### config.mk
export PLATFORM = sky130hd
export DESIGN_NAME = output_fader
export DESIGN_NICKNAME = d
export VERILOG_FILES = /design/src/rtl/output_fader.sv
export SDC_FILE = /design/constraint.sdc
export NUM_CORES = 1
export LEC_CHECK = 0
export CORE_MARGIN = 2
export CORE_UTILIZATION = 42
export CTS_BUF_LIST = sky130_fd_sc_hd__clkbuf_2
export DETAILED_ROUTE_END_ITERATION = 8
export PLACE_DENSITY = 0.68
export SLEW_MARGIN = 20
export SYNTH_ARGS = -nofsm -noshare
export SYNTH_HDL_FRONTEND = slang
export SYNTH_SLANG_ARGS = --single-unit
export TNS_END_PERCENT = 10
### constraint.sdc
create_clock -name clk -period 5.23 [get_ports clk]
set_input_delay 1.046 -clock clk [delete_from_list [all_inputs] [get_ports clk]]
set_output_delay 1.046 -clock clk [all_outputs]
set_load 0.005 [all_outputs]
### src/rtl/output_fader.sv
// Click-free output fader: ramps a gain between silence and unity in
// RAMP_STEP increments, one step per sample_clk rising edge.
module output_fader #(
   parameter int DATA_BITS = 12,
   parameter int GAIN_BITS = 8,
   parameter int RAMP_STEP = 1
) (
   input  logic                        clk,
   input  logic                        rst,
   input  logic                        sample_clk,
   input  logic signed [DATA_BITS-1:0] din,
   input  logic                        mute,
   output logic signed [DATA_BITS-1:0] dout,
   output logic                        dout_valid,
   output logic                        muted,
   output logic                        busy
);

   localparam int GW = GAIN_BITS + 1;
   localparam int PW = DATA_BITS + GAIN_BITS + 1;
   localparam logic [GW-1:0] UNITY = GW'(1) << GAIN_BITS;
   localparam logic [GW-1:0] STEP = GW'(RAMP_STEP);
   localparam logic [GW-1:0] HEADROOM = UNITY - STEP;

   typedef enum logic [1:0] {
      MUTED,
      FADE_IN,
      PLAYING,
      FADE_OUT
   } state_t;

   state_t                 state_q, state_d;
   logic [GW-1:0]          gain_q, gain_d;
   logic [DATA_BITS-1:0]   dout_q, dout_d;
   logic                   valid_q, valid_d;
   logic                   s_prev_q, s_prev_d;

   logic                   strobe;
   logic [GW-1:0]          gain_up, gain_dn;
   logic signed [PW-1:0]   din_x, gain_x, prod;
   logic                   unused_prod;

   always_comb begin
      strobe   = sample_clk & ~s_prev_q;
      s_prev_d = sample_clk;
      valid_d  = strobe;

      din_x  = $signed({{(PW-DATA_BITS){din[DATA_BITS-1]}}, din});
      gain_x = $signed({{(PW-GW){1'b0}}, gain_q});
      prod   = din_x * gain_x;

      // saturating steps keep gain inside 0..UNITY without a wider adder
      gain_up = (gain_q >= HEADROOM) ? UNITY : gain_q + STEP;
      gain_dn = (gain_q <= STEP) ? '0 : gain_q - STEP;

      state_d = state_q;
      gain_d  = gain_q;
      dout_d  = dout_q;

      if (strobe) begin
         // taking the bits above GAIN_BITS is the floor of prod / UNITY
         dout_d = prod[GAIN_BITS +: DATA_BITS];
         if (mute) begin
            gain_d  = gain_dn;
            state_d = (gain_dn == '0) ? MUTED : FADE_OUT;
         end else begin
            gain_d  = gain_up;
            state_d = (gain_up == UNITY) ? PLAYING : FADE_IN;
         end
      end
   end

   assign unused_prod = ^{prod[GAIN_BITS-1:0], prod[PW-1]};

   always_ff @(posedge clk or posedge rst) begin
      if (rst) begin
         state_q  <= MUTED;
         gain_q   <= '0;
         dout_q   <= '0;
         valid_q  <= 1'b0;
         s_prev_q <= 1'b1;
      end else begin
         state_q  <= state_d;
         gain_q   <= gain_d;
         dout_q   <= dout_d;
         valid_q  <= valid_d;
         s_prev_q <= s_prev_d;
      end
   end

   assign dout       = $signed(dout_q);
   assign dout_valid = valid_q;
   assign muted      = (state_q == MUTED);
   assign busy       = (state_q == FADE_IN) || (state_q == FADE_OUT);

endmodule

==> flow_metrics.py <==
metrics = {
    "run_status": {
        "status": "finished with violations",
        "failed_checks": "negative setup slack",
    },
    "drt": {
        "drt_pass1_iterations": 4,
        "drt_iter0_drc": 153,
        "vias": 4281,
        "highest_layer": "met4",
        "wl_um": 12600,
        "via_per_inst": 5.24,
        "wl_met3_um": 603,
        "drc": 0,
        "met1_length_um": 5140,
        "dr_wl_met2_um": 6540,
        "ant_nets": 0,
        "routedWlPerCell_um": 15.5,
    },
    "critical_path": {
        "cp_slowest_cell": "fa_1",
        "crit_path_frequent_cell": "fa_1",
        "critPathRequiredTime_ns": 5.52,
        "rrSetupSlack_ns": -0.08,
        "cp.arrival_ns": 5.75,
        "endpoint_kind": "flop",
        "path_cells": "buf_6, and2_4, fa_1, fa_1, fa_1, fa_1, inv_1, fa_1, inv_1, ha_2, or3_1, or3_4, a211oi_2, nor3_2, o31a_1, o21a_1, o31ai_2",
        "start_kind": "input pin",
        "max_stage_delay_ns": 0.59,
        "critical_path_class": "in2reg",
        "worst-path-max-fanout": 9,
    },
    "layout": {
        "drive_gt1_frac": 0.215,
        "area_growth_pct": 23.1,
        "antennaDiodeCount": 0,
        "fillCellCount": 1091,
        "nets": 819,
        "final_common_cell": "inv_1",
        "layout_common_cells": "113 x inv_1, 84 x buf_4, 80 x fa_1",
    },
    "cts": {
        "cts-buffers-inserted": 3,
        "htree_num_levels": 1,
        "cts.sinks": 25,
        "cts_tree": "yes",
        "cts_buffer_depth": 2,
        "clock_latency_ns": 0.36,
        "ctsRootBufferMaster": "clkbuf_2",
        "path_clk_slew_ns": 0.24,
    },
    "floorplanning": {
        "fp-row-count": 40,
        "core-area_um2": 11900,
        "die-height_um": 114,
        "chipWidth_um": 114,
        "start_util": 0.427,
        "die_area_um2": 13000,
        "ioPinCount": 31,
    },
    "logic_synthesis": {
        "synth_async_sr_flop_share": 1.00,
        "synth_area_um2": 5080,
        "synth_enable_flop_cells": 0,
        "synth_warnings": 0,
        "synth_top_flop_cell": "dfrtp_1",
        "synthCells": 585,
        "syn_nets": 733,
        "synth_top_area_frac": 0.339,
        "synth_area_leaders": "fa_1 34%, dfrtp_1 12%, ha_1 11%",
        "postSynthAreaPerCell_um2": 8.69,
        "synth_area_leader_cell": "fa_1",
        "ys_seq_area_frac": 0.123,
        "synth_cell_types": 50,
        "ys_ff_latch": 25,
    },
    "place": {
        "port_buffers": 30,
        "place_congestion": 0.854,
        "dp_hpwl_um": 10700,
    },
    "global_routing": {
        "grt_usage": 0.212,
        "grt_pass1_vias": 4822,
        "antenna_found_initial": 0,
        "grt_pass1_wl_um": 22300,
        "grt_max_degree": 38,
        "grt_overflow": 0,
    },
    "timing": {
        "slew_viol_final": 0,
        "final.setup.worst_slack_ns": -0.225,
        "period_share": 1.04,
        "worst_pin_slew_ns": 0.973,
        "hold_violations": 0,
        "fin_hold_ws_ns": 0.524,
        "finalCriticalPeriod_ns": 5.46,
        "rsz0062_at_grt": "true",
        "slew_headroom": 0.351,
        "finClkSkew_ns": 0.00572,
        "setup_viol": 5,
        "fmax_mhz": 183,
    },
    "flow_run": {
        "cap_violations": 0,
    },
    "worst_hold_path": {
        "hp-class": "reg2reg",
    },
}
## path summary, 6_finish.rpt
check	cells after the start	start	endpoint
min in group asynchronous	2	rst	dout[7]
max in group asynchronous	2	rst	gain_q[3]
hold reg to reg	2	dout[4]	dout[4]
setup / recovery	17	din[7]	dout[10]
setup reg to reg	15	gain_q[3]	dout[10]
hold / removal	2	dout[4]	dout[4]
## cell families (layout without fill, tap and decap cells)
family	Yosys count	after routing	share of synthesized area
fa+ha+maj	132	132	0.452
xor+xnor	20	20	0.0345
simple gates	193	193	0.189
flops	25	25	0.123
buf+inv	146	231	0.108
compound gates	67	67	0.0889
mux	2	2	0.00394
## layout make-up
class	instances	area [µm²]	share of cell area
Clock buffer	3	15.0	0.00240
Tap cell	147	184	0.0294
Clock inverter	1	5.00	0.000800
Timing Repair Buffer	110	886	0.142
Multi-Input combinational cell	414	4100	0.655
Inverter	117	439	0.0702
Sequential cell	25	628	0.100
## per-layer routing
layer  vias to the layer above  track usage
li1                       1990            -
met4                         0       0.0626
met5                         -            0
met3                        36       0.0271
met1                      2135        0.263
met2                       120        0.386
## critical path: cells and delay by family
family / cells / cell delay, ns
compound gates: 4 / 0.89
fa+ha+maj: 6 / 2.70
buf+inv: 3 / 0.22
simple gates: 4 / 0.90
## timing repair
item | CTS | global route
resized for setup | 76 | 16
pin swaps | 23 | 8
hold buffers | 0 | 0
setup buffers | 1 | 0
setup endpoints to repair | 12 | 8
## sequential cells by signal (all words and copies together), names as in the netlist
register,cells
dout,12
dout_valid,1
s_prev_q,1
state_q,2
gain_q,9
## cells in the mapped netlist (all sizes together), types with 2 or more instances
cell type and n:
clkbuf 22, o31ai 5, a22o 3, xnor2 12
nand2b 2, ha 46, o21ai 21, a22oi 2
fa 86, nor2 16, buf 7, inv 117
o31a 2, nor3b 3, o41ai 2, or3 3
mux2i 2, nand4 3, dfrtp 24, o221ai 3
o21a 5, a211oi 4, nor4 3, xor2 8
o211ai 2, a21oi 10, nand3 9, and3 3
nand2 77, and2 56, nor3 12, nor2b 2
## per-stage QoR
step	cells	instance area, µm²	setup TNS (ns)	worst slack [ns]	utilization
3_3_place_gp	812	6090	-11.10	-1.11	0.512
2_1_floorplan	585	5190	-2.63	-0.437	-
3_5_place_dp	812	6090	-13.98	-1.34	0.512
6_report	817	6250	-0.720	-0.225	0.525
5_1_grt	817	6250	-1.61	-0.300	0.525
4_1_cts	817	6200	-0.809	-0.242	0.521
Power is left out: the tool's default activity adds up to more than one toggle a clock period on the data nets, which glitch-free logic cannot reach.
